File: config.mk
export PLATFORM = sky130hd
export DESIGN_NAME = int_wb_port_arbiter
export DESIGN_NICKNAME = d
export VERILOG_FILES = /design/src/rtl/int_wb_port_arbiter.sv
export SDC_FILE = /design/constraint.sdc
export NUM_CORES = 1
export LEC_CHECK = 0
export CORE_ASPECT_RATIO = 0.8
export CORE_MARGIN = 2
export CORE_UTILIZATION = 35
export CTS_CLUSTER_DIAMETER = 30
export DETAILED_ROUTE_END_ITERATION = 10
export PLACE_DENSITY = 0.63
export SLEW_MARGIN = 20
export SYNTH_ARGS = -nofsm -noshare
export SYNTH_HDL_FRONTEND = slang
export SYNTH_SLANG_ARGS = --single-unit
File: constraint.sdc
create_clock -name i_clk -period 4.2 [get_ports i_clk]
set_input_delay 1.26 -clock i_clk [delete_from_list [all_inputs] [get_ports i_clk]]
set_output_delay 1.26 -clock i_clk [all_outputs]
set_load 0.005 [all_outputs]
File: src/rtl/int_wb_port_arbiter.sv
// int_wb_port_arbiter: shares the integer register-file write port between pipeline writeback and a long-latency result FIFO.
// Define WB_ARB_BYPASS_EN to write a long-latency result straight to the port when the FIFO is empty and the port is free.
module int_wb_port_arbiter #(
    parameter int DEPTH        = 2,
    parameter int STARVE_LIMIT = 8,
    parameter int XLEN         = 32
) (
    input  logic                     i_clk,
    input  logic                     i_rst_n,
    input  logic                     i_pipe_wb_valid,
    input  logic [4:0]               i_pipe_wb_idx,
    input  logic [XLEN-1:0]          i_pipe_wb_data,
    input  logic                     i_lat_valid,
    output logic                     o_lat_ready,
    input  logic [4:0]               i_lat_idx,
    input  logic [XLEN-1:0]          i_lat_data,
    output logic                     o_wb_valid,
    output logic [4:0]               o_wb_idx,
    output logic [XLEN-1:0]          o_wb_data,
    output logic                     o_stall_pipe,
    output logic [31:0]              o_busy_mask,
    output logic [$clog2(DEPTH):0]   o_pending_count
);
    localparam int AW = $clog2(DEPTH);
    localparam int CW = $clog2(STARVE_LIMIT + 1);

    logic [4:0]      q_idx  [DEPTH];
    logic [XLEN-1:0] q_data [DEPTH];
    logic [DEPTH-1:0] q_vld;
    logic [AW:0]     wptr, rptr;
    logic [AW-1:0]   widx, ridx;
    logic [CW-1:0]   starve, starve_nxt;
    logic            empty, full, accept, enq, pipe_req, grant_fifo, bypass;

    assign widx            = wptr[AW-1:0];
    assign ridx            = rptr[AW-1:0];
    assign empty           = wptr == rptr;
    assign full            = (widx == ridx) && (wptr[AW] != rptr[AW]);
    assign o_lat_ready     = ~full;
    assign o_pending_count = wptr - rptr;
    assign accept          = i_lat_valid & ~full;
    assign pipe_req        = i_pipe_wb_valid & (i_pipe_wb_idx != 5'd0) & ~o_stall_pipe;
    assign grant_fifo      = ~empty & (o_stall_pipe | ~pipe_req);
`ifdef WB_ARB_BYPASS_EN
    assign bypass          = accept & (i_lat_idx != 5'd0) & empty & ~pipe_req;
`else
    assign bypass          = 1'b0;
`endif
    assign enq             = accept & (i_lat_idx != 5'd0) & ~bypass;

    // The head waits only while a pipe write holds the port; any pop or an empty FIFO restarts the wait.
    always_comb
        starve_nxt = (empty | grant_fifo) ? '0 :
                     (pipe_req && starve != CW'(STARVE_LIMIT)) ? starve + 1'b1 : starve;

    always_comb begin
        o_busy_mask = '0;
        for (int i = 0; i < DEPTH; i++)
            if (q_vld[i]) o_busy_mask[q_idx[i]] = 1'b1;
    end

    always_ff @(posedge i_clk)
        if (enq) begin
            q_idx[widx]  <= i_lat_idx;
            q_data[widx] <= i_lat_data;
        end

    always_ff @(posedge i_clk or negedge i_rst_n)
        if (!i_rst_n) begin
            wptr         <= '0;
            rptr         <= '0;
            q_vld        <= '0;
            starve       <= '0;
            o_stall_pipe <= 1'b0;
            o_wb_valid   <= 1'b0;
            o_wb_idx     <= '0;
            o_wb_data    <= '0;
        end else begin
            // Pop before push so a full-FIFO push into the freed slot keeps its valid bit.
            if (grant_fifo) begin
                q_vld[ridx] <= 1'b0;
                rptr        <= rptr + 1'b1;
            end
            if (enq) begin
                q_vld[widx] <= 1'b1;
                wptr        <= wptr + 1'b1;
            end
            starve       <= starve_nxt;
            o_stall_pipe <= ~empty & ~grant_fifo & (starve_nxt == CW'(STARVE_LIMIT));
            o_wb_valid   <= grant_fifo | pipe_req | bypass;
            if (grant_fifo) begin
                o_wb_idx  <= q_idx[ridx];
                o_wb_data <= q_data[ridx];
            end else if (pipe_req) begin
                o_wb_idx  <= i_pipe_wb_idx;
                o_wb_data <= i_pipe_wb_data;
            end else if (bypass) begin
                o_wb_idx  <= i_lat_idx;
                o_wb_data <= i_lat_data;
            end
        end
endmodule

==> results.py <==
metrics = {
    "timing": {
        "fin_crit_sh_pct": 85.1,
        "skew_ns": 0.00700,
        "tightest_slew_ns": 0.829,
        "finalSetupTns_ns": 0,
        "drv_slew": 0,
        "fin_crit_ns": 3.57,
        "maxSlewHeadroom_pct": 44.8,
        "grt_setup_unrepaired": "false",
        "fmax_mhz": 280,
        "finalHoldViolations": 0,
        "setup-violations-final": 0,
    },
    "global_route": {
        "grt_pass1_wl_um": 21900,
        "grt_pass1_vias": 4145,
        "grt_overflow_total": 0,
        "antenna_found_initial": 0,
        "grt_use_total_pct": 17.8,
        "grt_max_degree": 44,
    },
    "power_and_ir_drop": {
        "p_leak_nw": 2.85,
        "pwr_density_cell_nw_per_um2": 762,
        "power_switching_share_pct": 34.7,
        "combPwrFrac_pct": 40.3,
        "p_seq_share_pct": 34.5,
        "clkPwrFrac_pct": 25.2,
        "vdd_drop_max_mv": 0.401,
        "p_int_w": 0.00380,
        "switchingPower_w": 0.00203,
    },
    "yosys": {
        "synthDistinctLibCells": 30,
        "synth_ff_type": "edfxtp_1",
        "ys_ff_latch": 123,
        "yosys.area.top_type_share_pct": 41.7,
        "synth_nets": 532,
        "avgSynthCellArea_um2": 11.8,
        "syn_inst": 451,
        "synthArstFlopShare_pct": 39.8,
        "synth_edf_count": 74,
        "synth.area.top_cells": "edfxtp_1 (42%), dfrtp_1 (23%), a21oi_1 (7.1%), mux2i_1 (7.1%), o21ai_0 (3.8%)",
        "synth_top_cell_by_area": "edfxtp_1",
        "synth_seq_area_share_pct": 64.7,
        "synth_area_um2": 5330,
        "yosysWarnings": 0,
    },
    "place": {
        "gp_congestion": 0.790,
        "dp.cells": 767,
        "io_buffers": 151,
        "dp_hpwl_um": 9620,
    },
    "clock_tree": {
        "clk_pin_slew_worst_paths_ns": 0.05,
        "cts_buffer_depth": 2,
        "cts_max_level": 4,
        "clock_latency_ns": 0.41,
        "cts_setup_buffers": 0,
        "post_cts_resized": 0,
        "numCtsBuffers": 17,
        "holdBufCountCts": 0,
        "cts_tree": "yes",
        "cts_sinks": 123,
        "root_buffer": "clkbuf_16",
    },
    "detailed_routing": {
        "final_antenna_net_count": 0,
        "wl_per_cell_um": 17.6,
        "wirelength_um": 14000,
        "drt_iter0_drc": 270,
        "drc": 0,
        "vias": 4073,
        "routed_via_density": 5.10,
        "dr.pass1.iters": 4,
    },
    "die": {
        "die_x_um": 142,
        "coreArea_um2": 15000,
        "initial_core_util_pct": 35.6,
        "dieArea_um2": 16200,
        "die_h_um": 114,
        "boundaryPins": 152,
        "fp-row-count": 40,
    },
    "final_layout": {
        "antenna_cells": 0,
        "syn_to_final_growth_pct": 43.5,
        "drive_gt1_share_pct": 8.21,
        "final_cells": 798,
        "layout_common_cells": "clkdlybuf4s50_1 (150), a21oi_1 (76), edfxtp_1 (74)",
        "layout.nets": 678,
        "final_common_cell": "clkdlybuf4s50_1",
    },
    "status": {
        "status": "complete, no violations",
    },
    "critical_path": {
        "cp-start-kind": "register",
        "required_ns": 2.94,
        "crit_path_max_incr_delay_ns": 0.47,
        "worstPathArrival_ns": 2.31,
        "crit_chain": "inv_1, ha_1, inv_1, nor2_1, inv_1, clkdlybuf4s50_1",
        "crit_start": "wptr[0]",
        "slowest_stage": "nor2_1",
        "worstPathBufferInverterCount": 4,
        "crit_fanout": 4,
        "path_delay_family": "buffers and inverters",
        "worstSetupPathType": "reg -> out",
        "cpMostUsedCell": "inv_1",
        "crit_path_end_kind": "output pin",
        "r2r-start": "wptr[0]",
    },
    "hold_path": {
        "min_from": "wptr[1]",
        "hold_class": "reg -> reg",
    },
    "flow_run": {
        "max_cap_viol_count": 0,
    },
}
-- logic make-up (layout without fill, tap and decap cells) --
kind of cell / count (synthesis) / in the layout / synth area share, %
AND/OR/NAND/NOR: 88 / 88 / 8.17
XOR/XNOR: 6 / 6 / 0.986
multiplexers: 38 / 38 / 7.13
flip-flops: 123 / 123 / 64.7
buffers and inverters: 40 / 198 / 3.03
adder cells (fa/ha/maj): 3 / 3 / 0.704
AO/OA/AOI/OAI: 153 / 153 / 15.3
-- routing by layer --
metal	GRT usage, %	wire (µm)	part of all wire, %
met1	23.5	6490	46
met2	28.0	6330	45
met3	5.56	1040	7.4
met4	5.93	176	1.3
met5	0	0	0
-- power groups by stage --
stage / clock (W) / sequential [W] / combinational [W]
final: 0.00147 / 0.00201 / 0.00235
after global routing: 0.00155 / 0.00206 / 0.00258
after CTS: 0.00149 / 0.00201 / 0.00238
after detailed placement: 0 / 0.00202 / 0.00236
after global placement: 0 / 0.00200 / 0.00233
after floorplan: 0 / 0.00197 / 0.00132
-- sequential cells by signal, indices dropped and copies added (netlist names) --
register / flops
rptr: 2
q_idx: 10
wptr: 2
o_wb_valid: 1
q_data: 64
o_wb_idx: 5
o_wb_data: 32
o_stall_pipe: 1
starve: 4
q_vld: 2
-- per-stage QoR --
step                      hold WS (ns)  setup slack (ns)  util [%]  total power, W  area, µm²
after global placement           0.509             0.746      47.1         0.00433       7040
after CTS                        0.525             0.569      51.1         0.00588       7650
after floorplan                  0.462             0.740         -         0.00329       5340
after global routing             0.539             0.487      51.1         0.00619       7650
final                            0.525             0.625      51.1         0.00583       7650
after detailed placement         0.518             0.696      47.1         0.00438       7040
-- path summary, 6_finish.rpt --
kind | slack, ns | end | cells after the start
max | 0.63 | o_lat_ready | 6
min | 0.52 | wptr[1] | 1
max reg2reg | 1.71 | o_wb_data[0] | 6
min reg2reg | 0.52 | wptr[1] | 1
max in group asynchronous | 2.48 | rptr[0] | 2
min in group asynchronous | 0.95 | o_wb_data[12] | 1
-- final cells by class --
class,instances,area (µm²)
Inverter,6,22.5
Timing Repair Buffer,161,1580
Multi-Input combinational cell,288,1750
Sequential cell,123,3450
Clock buffer,24,492
Clock inverter,7,113
Tap cell,189,236
Fill cell,1258,7320
-- Yosys cell counts, types with 3 or more instances --
| cell | n |
|---|---|
| edfxtp_1 | 74 |
| inv_1 | 6 |
| o22ai_1 | 32 |
| buf_2 | 3 |
| nor3_1 | 3 |
| nand3b_1 | 10 |
| mux2i_1 | 38 |
| xnor2_1 | 4 |
| nor2_1 | 7 |
| or3_1 | 4 |
| dfrtp_1 | 49 |
| clkbuf_1 | 29 |
| ha_1 | 3 |
| or3b_2 | 4 |
| a21oi_1 | 76 |
| o21ai_0 | 41 |
| nand3_1 | 8 |
| nand2_1 | 45 |
Power figures use the tool's default switching activity.
